==> src/rtl/seq_magnitude_comparator.sv <==
// Multi-cycle magnitude comparator: compares two WIDTH-bit operands one CHUNK-bit
// slice per clock from the MSB end, with signed mode and l/e/g cascade inputs.
module seq_magnitude_comparator #(
  parameter int WIDTH = 12,
  parameter int CHUNK = 3
) (
  input  logic             clk,
  input  logic             rst,
  input  logic             start,
  input  logic [WIDTH-1:0] a,
  input  logic [WIDTH-1:0] b,
  input  logic             sgn,
  input  logic             l,
  input  logic             e,
  input  logic             g,
  output logic             busy,
  output logic             done,
  output logic             lt,
  output logic             eq,
  output logic             gt
);

  localparam int NCHUNK = WIDTH / CHUNK;
  localparam int IDX_W  = (NCHUNK > 1) ? $clog2(NCHUNK) : 1;

  typedef enum logic [1:0] {
    S_IDLE,
    S_CMP,
    S_DONE
  } state_t;

  state_t           state, state_n;
  logic [IDX_W-1:0] idx;
  logic [WIDTH-1:0] a_q, b_q;
  logic             l_q, e_q, g_q;
  logic [WIDTH-1:0] msb_flip;
  logic [CHUNK-1:0] a_sl, b_sl;
  logic             slice_ne;
  logic             accept;
  logic             decide;

  // Flipping the operand MSB at latch time turns a two's-complement compare into
  // an unsigned one; only the top slice is affected.
  always_comb begin
    msb_flip            = '0;
    msb_flip[WIDTH-1]   = sgn;
  end

  assign a_sl     = a_q[int'(idx)*CHUNK +: CHUNK];
  assign b_sl     = b_q[int'(idx)*CHUNK +: CHUNK];
  assign slice_ne = (a_sl != b_sl);

  // NOTE: every signal driven here gets a default first so no latch is inferred.
  always_comb begin
    state_n = state;
    accept  = 1'b0;
    decide  = 1'b0;
    unique case (state)
      S_IDLE: begin
        if (start) begin
          accept  = 1'b1;
          state_n = S_CMP;
        end
      end
      S_CMP: begin
        if (slice_ne || idx == '0) begin
          decide  = 1'b1;
          state_n = S_DONE;
        end
      end
      S_DONE: begin
        state_n = S_IDLE;
        if (start) begin
          accept  = 1'b1;
          state_n = S_CMP;
        end
      end
      default: state_n = S_IDLE;
    endcase
  end

  assign busy = (state == S_CMP);
  assign done = (state == S_DONE);

  // NOTE: control state uses a synchronous reset with non-blocking assignments;
  // results are held until the next accepted start.
  always_ff @(posedge clk) begin
    if (rst) begin
      state <= S_IDLE;
      idx   <= '0;
      lt    <= 1'b0;
      eq    <= 1'b0;
      gt    <= 1'b0;
    end else begin
      state <= state_n;
      if (accept) begin
        idx <= IDX_W'(NCHUNK - 1);
        lt  <= 1'b0;
        eq  <= 1'b0;
        gt  <= 1'b0;
      end else if (decide) begin
        if (slice_ne) begin
          gt <= (a_sl > b_sl);
          lt <= !(a_sl > b_sl);
          eq <= 1'b0;
        end else begin
          lt <= l_q;
          eq <= e_q;
          gt <= g_q;
        end
      end else if (state == S_CMP) begin
        idx <= idx - 1'b1;
      end
    end
  end

  // NOTE: operand registers carry no reset; they are always written before use.
  always_ff @(posedge clk) begin
    if (accept) begin
      a_q <= a ^ msb_flip;
      b_q <= b ^ msb_flip;
      l_q <= l;
      e_q <= e;
      g_q <= g;
    end
  end

endmodule

==> config.mk <==
export PLATFORM = sky130hd
export DESIGN_NAME = seq_magnitude_comparator
export DESIGN_NICKNAME = d
export VERILOG_FILES = /design/src/rtl/seq_magnitude_comparator.sv
export SDC_FILE = /design/constraint.sdc
export NUM_CORES = 1
export LEC_CHECK = 0
export ABC_AREA = 1
export CAP_MARGIN = 20
export CORE_MARGIN = 1
export CORE_UTILIZATION = 48
export CTS_CLUSTER_DIAMETER = 30
export CTS_CLUSTER_SIZE = 28
export DETAILED_ROUTE_END_ITERATION = 8
export GPL_ROUTABILITY_DRIVEN = 1
export PLACE_DENSITY = 0.78
export SLEW_MARGIN = 20
export SYNTH_ARGS = -nofsm -noshare
export SYNTH_HDL_FRONTEND = slang
export SYNTH_SLANG_ARGS = --single-unit
export TNS_END_PERCENT = 50
==> constraint.sdc <==
create_clock -name clk -period 2.4 [get_ports clk]
set_clock_uncertainty 0.2 [all_clocks]
set_input_delay 0.24 -clock clk [delete_from_list [all_inputs] [get_ports clk]]
set_output_delay 0.24 -clock clk [all_outputs]
set_load 0.02 [all_outputs]
==> results.yml, run 1 <==
status:
  status: "complete, no violations"
sta:
  tns_ns: 0
  slew_headroom_pct: 84.3
  setup_viol: 0
  fin_crit_ns: 2.15
  setup_slack_ns: 0.249
  period_share_pct: 89.6
  holdWs_ns: 0.244
  fmax_ghz: 0.465
  tightest_slew_ns: 0.235
  rsz0062_at_grt: "no"
  slew_violations: 0
  timing.final.hold_violations: 0
yosys:
  avgSynthCellArea_um2: 11.7
  synth_seq_cells: 34
  synth_cell_types: 19
  syn_nets: 157
  syn_area_mm2: 0.00142
  synth-warning-count: 0
  yosysSeqAreaShare_pct: 66.8
  syn_inst: 122
layout:
  nets: 199
  diodes: 0
  final_cells: 196
  final_cell_mix: "clkdlybuf4s50_1 (35), edfxtp_1 (27), nand2_1 (19)"
  drive_gt1_share_pct: 11.5
  final_design_area_no_fill_mm2: 0.00191
  layout_commonest_cell: "clkdlybuf4s50_1"
  area_growth_pct: 34.1
die:
  ios: 36
  rows: 19
  start_util_pct: 51.2
  die_area_mm2: 0.00319
  die_x_um: 56.5
  die_y_um: 56.5
  core-area_mm2: 0.00278
route:
  routed_via_density: 5.17
  detail_route.wl_per_cell_um: 13.4
  dr.pass1.iters: 4
  drt-total-wl_um: 2630
  via_count: 1013
  route.detailed.drc: 0
  drtAntennaViolNets: 0
  first_iter_violations: 24
power:
  peakVddDrop_uv: 588
  pwr_density_cell_mw_per_mm2: 743
  p_leak_uw: 0.000719
placed_design:
  place_area_mm2: 0.00183
  dp_cells: 188
  pre_cts_slack_ns: 0.149
  gp_congestion: 0.883
  dpl.hpwl_um: 1980
  portBuffers: 35
worst_setup_path:
  cp.required_ns: 2.44
  critPathMaxFanout: 13
  worstPathArrival_ns: 2.19
  end_kind: "flip-flop"
  crit_type: "flip-flop to flip-flop"
  start_kind: "flip-flop"
clock_tree:
  cts_root_buffer: "clkbuf_4"
  ctsResizeCount: 0
  postCtsSetupBuffers: 0
  clk_latency_ns: 0.34
  clkSinkCount: 34
  cts.clk_slew.worst_paths_ns: 0.11
  h-tree-depth: 2
  cts_tree: "yes"
  clk_path_buf_depth: 2
  cts_buffers: 5
  ctsHoldBuffers: 0
worst_hold_path:
  hp-class: "primary input to flip-flop"
grt:
  grt_util_all_layers_pct: 20.3
  grt_overflow: 0
  grt_first_pass_wirelength_um: 4710
  grt_pass1_vias: 1073
  grt_max_degree: 25
  antenna_found_initial: 0
job:
  drv_cap: 0
## stage by stage
step	utilization, %	power, uW
after global placement	65.6	997
after detailed placement	65.6	1010
after CTS	68.6	1430
final	68.6	1420
after global routing	68.6	1510
after floorplan	-	901
## synth_stat cells
master     n  share of area (%)
nand2_1   19                5.0
inv_1      5                1.3
ha_1       4                3.5
a21oi_1    8                2.8
edfxtp_1  27                 57
o21ai_0    9                3.2
nand4_1    1               0.44
dfxtp_1    7                9.8
nand3_1    6                2.1
nand2_4    1               0.79
a32o_1     3                2.1
nor2_2     2               0.88
nor2_8     1                1.4
buf_4      2                1.1
inv_2      4                1.1
nand3b_1   1               0.53
nor2_1    17                4.5
o22ai_1    3                1.3
xor2_1     2                1.2
## state kept, by name, indices dropped and copies added (netlist names)
name,cells
eq,1
gt,1
idx,2
a_q,12
g_q,1
b_q,12
l_q,1
e_q,1
state,2
lt,1
## power breakdown
group	switching, uW	internal, uW
registers	22.7	681
logic	160	139
clock network	197	218
## final timing paths
check                           cells past startpoint                start  slack, ns                 to
worst max-delay path                                9  idx[0]$_SDFFE_PP0P_       0.25    lt$_SDFFE_PP0P_
worst max register to register                      9  idx[0]$_SDFFE_PP0P_       0.25    lt$_SDFFE_PP0P_
worst min-delay path                                1                a[10]       0.24  a_q[10]$_DFFE_PP_
worst min register to register                      2      eq$_SDFFE_PP0P_       0.30    eq$_SDFFE_PP0P_
## routing by layer
metal  up-vias  global-route usage [%]  share of wire, %
met2        29                    33.4                53
li1        516                       -                 -
met1       463                    23.4                40
met3         5                    9.45               5.5
met5         -                       0                 0
met4         0                    6.27               1.7
## cell type report
type / count / area (um^2)
flip-flops and latches: 34 / 952
well taps: 31 / 38.8
clock buffers: 5 / 37.5
fillers: 221 / 872
repair buffers: 37 / 378
clock inverters: 3 / 45.0
inverters: 9 / 33.8
multi-input cells: 77 / 424
## cells by family after synthesis
logic type / after synthesis / share of synthesized area [%]
and+or+nand+nor: 48 / 15.6
DFF: 34 / 66.8
buffers and inverters: 11 / 3.43
adders and majority gates: 4 / 3.52
AOI/OAI and AO/OA: 23 / 9.40
xor gates and xnor gates: 2 / 1.23
## critical path: stages (launching register included)
cell     delay (ns)
dfxtp_2        0.45
inv_2          0.14
o21ai_0        0.19
o22ai_1        0.11
ha_1           0.36
nand3_1        0.15
nor2_1         0.15
nor2_2         0.07
o21ai_0        0.18
nor2_1         0.06
Power figures use the tool's default switching activity.
==> inputs of run 2 (changes only) <==
CAP_MARGIN = not set   (was 20)
MAX_ROUTING_LAYER = met4   (was not set)
==> run 2 against run 1 <==
Sequential share of layout area grew 0.83 points; final cell count unchanged; critical path depth is the same; clock-buffer cell count grew 1; non-clock buffer count unchanged; flip-flop and latch count did not move; via count about the same.
==> results.yml, run 2 (same netlist as run 1, synthesis figures left out) <==
status:
  status: "complete, no violations"
layout:
  diodes: 0
  layout_commonest_cell: "clkdlybuf4s50_1"
  nets: 199
  final_cell_mix: "clkdlybuf4s50_1 (35), edfxtp_1 (27), nand2_1 (19)"
  seq_area_um2: 951
  drive_gt1_share_pct: 9.70
  reg.largest.list: "a_q x12, b_q x12"
  final_design_area_no_fill_mm2: 0.00188
  fillers: 218
  multi_input_area_um2: 424
  area_growth_pct: 31.7
die:
  ios: 36
  rows: 19
  die_x_um: 56.5
  start_util_pct: 51.2
  die_area_mm2: 0.00319
  die_y_um: 56.5
  core-area_mm2: 0.00278
power:
  power_uw: 1280
  peakVddDrop_uv: 544
  pwr_density_cell_mw_per_mm2: 681
  p_leak_uw: 0.000711
worst_setup_path:
  rr_worst_depth: 9
  end_kind: "flip-flop"
  start_kind: "flip-flop"
  critPathMaxFanout: 13
  cp.required_ns: 2.43
  crit_type: "flip-flop to flip-flop"
  worstPathArrival_ns: 2.17
clock_tree:
  h-tree-depth: 2
  ctsHoldBuffers: 0
  clkSinkCount: 34
  clk_latency_ns: 0.32
  clk_path_buf_depth: 2
  cts_tree: "yes"
  ctsResizeCount: 0
  cts.clk_slew.worst_paths_ns: 0.10
  cts_root_buffer: "clkbuf_4"
  postCtsSetupBuffers: 0
  cts_buffers: 5
route:
  routed_via_density: 5.17
  detail_route.wl_per_cell_um: 13.0
  drtAntennaViolNets: 0
  via_count: 1014
  drt-total-wl_um: 2550
  first_iter_violations: 27
  route.detailed.drc: 0
  dr.pass1.iters: 4
sta:
  fmax_ghz: 0.467
  slew_violations: 0
  slew_headroom_pct: 80.5
  setup_viol: 0
  tns_ns: 0
  timing.final.hold_violations: 0
  tightest_slew_ns: 0.292
  fin_crit_ns: 2.14
  rsz0062_at_grt: "no"
  period_share_pct: 89.2
grt:
  grt_overflow: 0
  grt_pass1_vias: 1057
  grt_max_degree: 25
  grt_first_pass_wirelength_um: 4440
  grt_util_all_layers_pct: 19.3
  antenna_found_initial: 0
worst_hold_path:
  worstHoldPathCells: 1
  hp-class: "primary input to flip-flop"
placed_design:
  dpl.hpwl_um: 1950
  portBuffers: 35
  place_area_mm2: 0.00183
  gp_congestion: 0.857
job:
  drv_cap: 0
==> run 2: critical path, stage by stage, from the launching register on <==
cell and delay, ns:
dfxtp_1 0.50, inv_2 0.17, o21ai_0 0.18, o22ai_1 0.09, ha_1 0.36, nand3_1 0.15, nor2_1 0.14, nor2_2 0.06
o21ai_0 0.14, nor2_1 0.05
==> run 2: worst paths after layout <==
check / start / endpoint / slack, ns
setup / recovery: idx[0]$_SDFFE_PP0P_ / lt$_SDFFE_PP0P_ / 0.26
hold / removal: l / l_q$_DFFE_PP_ / 0.27
setup reg to reg: idx[0]$_SDFFE_PP0P_ / lt$_SDFFE_PP0P_ / 0.26
hold reg to reg: eq$_SDFFE_PP0P_ / eq$_SDFFE_PP0P_ / 0.30
==> run 2: area by class of cell <==
type,instances,area share [%]
clock buffers,6,2.20
well taps,31,2.07
flip-flops and latches,34,50.7
multi-input cells,77,22.6
clock inverters,2,0.467
inverters,9,1.80
repair buffers,37,20.1
==> run 2: power by group <==
group          switching [uW]  internal, uW  leakage (uW)
logic                     153           138      0.000364
clock network             173           110     0.0000297
registers                21.6           681      0.000317
total                     348           929      0.000711
==> run 2: through the flow <==
stage / instances / setup slack (ns) / hold WS, ns / utilization [%]
3_3_place_gp: 188 / 0.352 / 0.268 / 65.6
3_5_place_dp: 188 / 0.269 / 0.287 / 65.6
6_report: 196 / 0.259 / 0.268 / 67.4
2_1_floorplan: 122 / 0.466 / 0.109 / -
5_1_grt: 196 / 0.0626 / 0.246 / 67.4
4_1_cts: 196 / 0.251 / 0.262 / 67.4
==> run 2: per-layer routing <==
| metal | global-route usage [%] | vias to the layer above | part of all wire [%] |
|---|---|---|---|
| met5 | - | - | 0 |
| met4 | 6.27 | 0 | 1.5 |
| met3 | 5.53 | 6 | 5.0 |
| met2 | 32.3 | 30 | 53 |
| met1 | 22.3 | 462 | 41 |
| li1 | - | 516 | - |
==> inputs of run 3 (changes only) <==
CORE_MARGIN = 4   (was 1)
HOLD_SLACK_MARGIN = 0.12   (was not set)
PLACE_DENSITY = 0.75   (was 0.78)
==> run 3 against run 2 <==
Clock-buffer cell count up 1; largest cell class unchanged; via count up 2.4%; register-to-register slack worse by 0.03 ns; total power up 0.64%; core utilization down 0.79 points; largest power group unchanged.
==> results.yml, run 3 (same netlist as run 1, synthesis figures left out) <==
layout:
  nets: 200
  diodes: 0
  drive_gt1_share_pct: 9.64
  reg.largest.list: "a_q x12, b_q x12"
  area_growth_pct: 31.3
  final_cell_mix: "clkdlybuf4s50_1 (35), edfxtp_1 (27), nand2_1 (19)"
  layout_commonest_cell: "clkdlybuf4s50_1"
  final_cells: 197
clock_tree:
  h-tree-depth: 2
  cts_buffers: 5
  cts_root_buffer: "clkbuf_4"
  clk_path_buf_depth: 2
  cts.clk_slew.worst_paths_ns: 0.10
  ctsHoldBuffers: 0
  clk_latency_ns: 0.33
  cts_tree: "yes"
  clkSinkCount: 34
  postCtsSetupBuffers: 0
  ctsResizeCount: 0
grt:
  grt_first_pass_wirelength_um: 4540
  grt_max_degree: 17
  use_met1_pct: 16.3
  busiest_layer: "met2"
  gr-usage-met3_pct: 5.40
  grt_overflow: 0
  met2_usage_pct: 27.8
  grt_util_all_layers_pct: 15.8
  grt_pass1_vias: 1040
  antenna_found_initial: 0
die:
  core-area_mm2: 0.00281
  die_x_um: 62.5
  rows: 19
  die_y_um: 62.5
  ios: 36
  die_area_mm2: 0.00390
  start_util_pct: 50.8
route:
  routed_via_density: 5.27
  drt-total-wl_um: 2730
  dr.pass1.iters: 4
  route.detailed.drc: 0
  detail_route.wl_per_cell_um: 13.9
  drtAntennaViolNets: 0
  via_count: 1038
  first_iter_violations: 31
power:
  netSwitchingFraction_pct: 27.6
  seqPwrFrac_pct: 54.6
  p_leak_uw: 0.000709
  combPwrFrac_pct: 22.9
  pwr_density_cell_mw_per_mm2: 687
  p_int_uw: 930
  peakVddDrop_uv: 464
  p_switching_uw: 355
  power_frac_clock_pct: 22.4
worst_setup_path:
  end_kind: "flip-flop"
  crit_type: "flip-flop to flip-flop"
  start_kind: "flip-flop"
  critPathCapture: "gt$_SDFFE_PP0P_"
  r2r_setup_slack_ns: 0.23
  reg2reg_to: "gt$_SDFFE_PP0P_"
  cp.required_ns: 2.42
  critPathLaunch: "idx[0]$_SDFFE_PP0P_"
  r2r-start: "idx[0]$_SDFFE_PP0P_"
  worstPathArrival_ns: 2.19
  critPathMaxFanout: 13
  rr_worst_depth: 10
job:
  drv_cap: 0
placed_design:
  portBuffers: 35
  gp_congestion: 0.843
  dpl.hpwl_um: 2140
  dp_cells: 189
sta:
  slew_headroom_pct: 81.8
  setup_viol: 0
  fmax_ghz: 0.461
  tns_ns: 0
  slew_violations: 0
  timing.final.hold_violations: 0
  period_share_pct: 90.4
  fin_crit_ns: 2.17
  rsz0062_at_grt: "no"
  tightest_slew_ns: 0.273
worst_hold_path:
  hp-class: "primary input to flip-flop"
status:
  status: "complete, no violations"
==> run 3: layout make-up <==
| cell class | instances | area [um^2] |
|---|---|---|
| multi-input combinational | 77 | 424 |
| clock buffer | 7 | 45.0 |
| timing repair buffer | 38 | 373 |
| inverter | 9 | 33.8 |
| clock inverter | 1 | 3.75 |
| fill | 227 | 936 |
| tap | 31 | 38.8 |
| sequential | 34 | 951 |
==> run 3: layer usage <==
layer | up-vias | wire length (um)
li1 | 519 | -
met1 | 480 | 1080
met2 | 33 | 1460
met3 | 6 | 144
met4 | 0 | 44
met5 | - | 0
==> run 3: power groups by stage <==
stage	Clock [uW]	Combinational [uW]	Sequential, uW
2_1_floorplan	0	189	712
3_3_place_gp	0	282	715
3_5_place_dp	0	292	716
4_1_cts	296	294	703
5_1_grt	319	334	706
6_report	288	295	702
==> run 3: stage by stage <==
stage                     setup slack (ns)  total power (uW)  utilization (%)  hold slack, ns  instance area (um^2)
after floorplan                      0.466               901                -           0.109                  1420
final                                0.230              1280             66.6           0.258                  1870
after CTS                            0.263              1290             66.6           0.245                  1870
after global placement               0.350               997             64.9           0.272                  1820
after global routing                0.0411              1360             66.6           0.234                  1870
after detailed placement             0.287              1010             64.9           0.279                  1820
==> run 3: critical path: stages, from the launching register on <==
cell and delay, ns:
dfxtp_1 0.48, inv_2 0.17, o21ai_0 0.19, o22ai_1 0.10, ha_1 0.36, nand3_1 0.15, nor2_1 0.07, nor2_2 0.14
nand2_1 0.07, nor2_1 0.09, nor2_1 0.05
==> run 3: worst min-delay path by stage <==
stage,cells past startpoint,endpoint,start
after floorplan,1,idx[0]$_SDFFE_PP0P_,rst
after global placement,2,eq$_SDFFE_PP0P_,eq$_SDFFE_PP0P_
after detailed placement,2,eq$_SDFFE_PP0P_,eq$_SDFFE_PP0P_
after CTS,1,a_q[10]$_DFFE_PP_,a[10]
after global routing,1,a_q[10]$_DFFE_PP_,a[10]
final,1,a_q[8]$_DFFE_PP_,a[8]
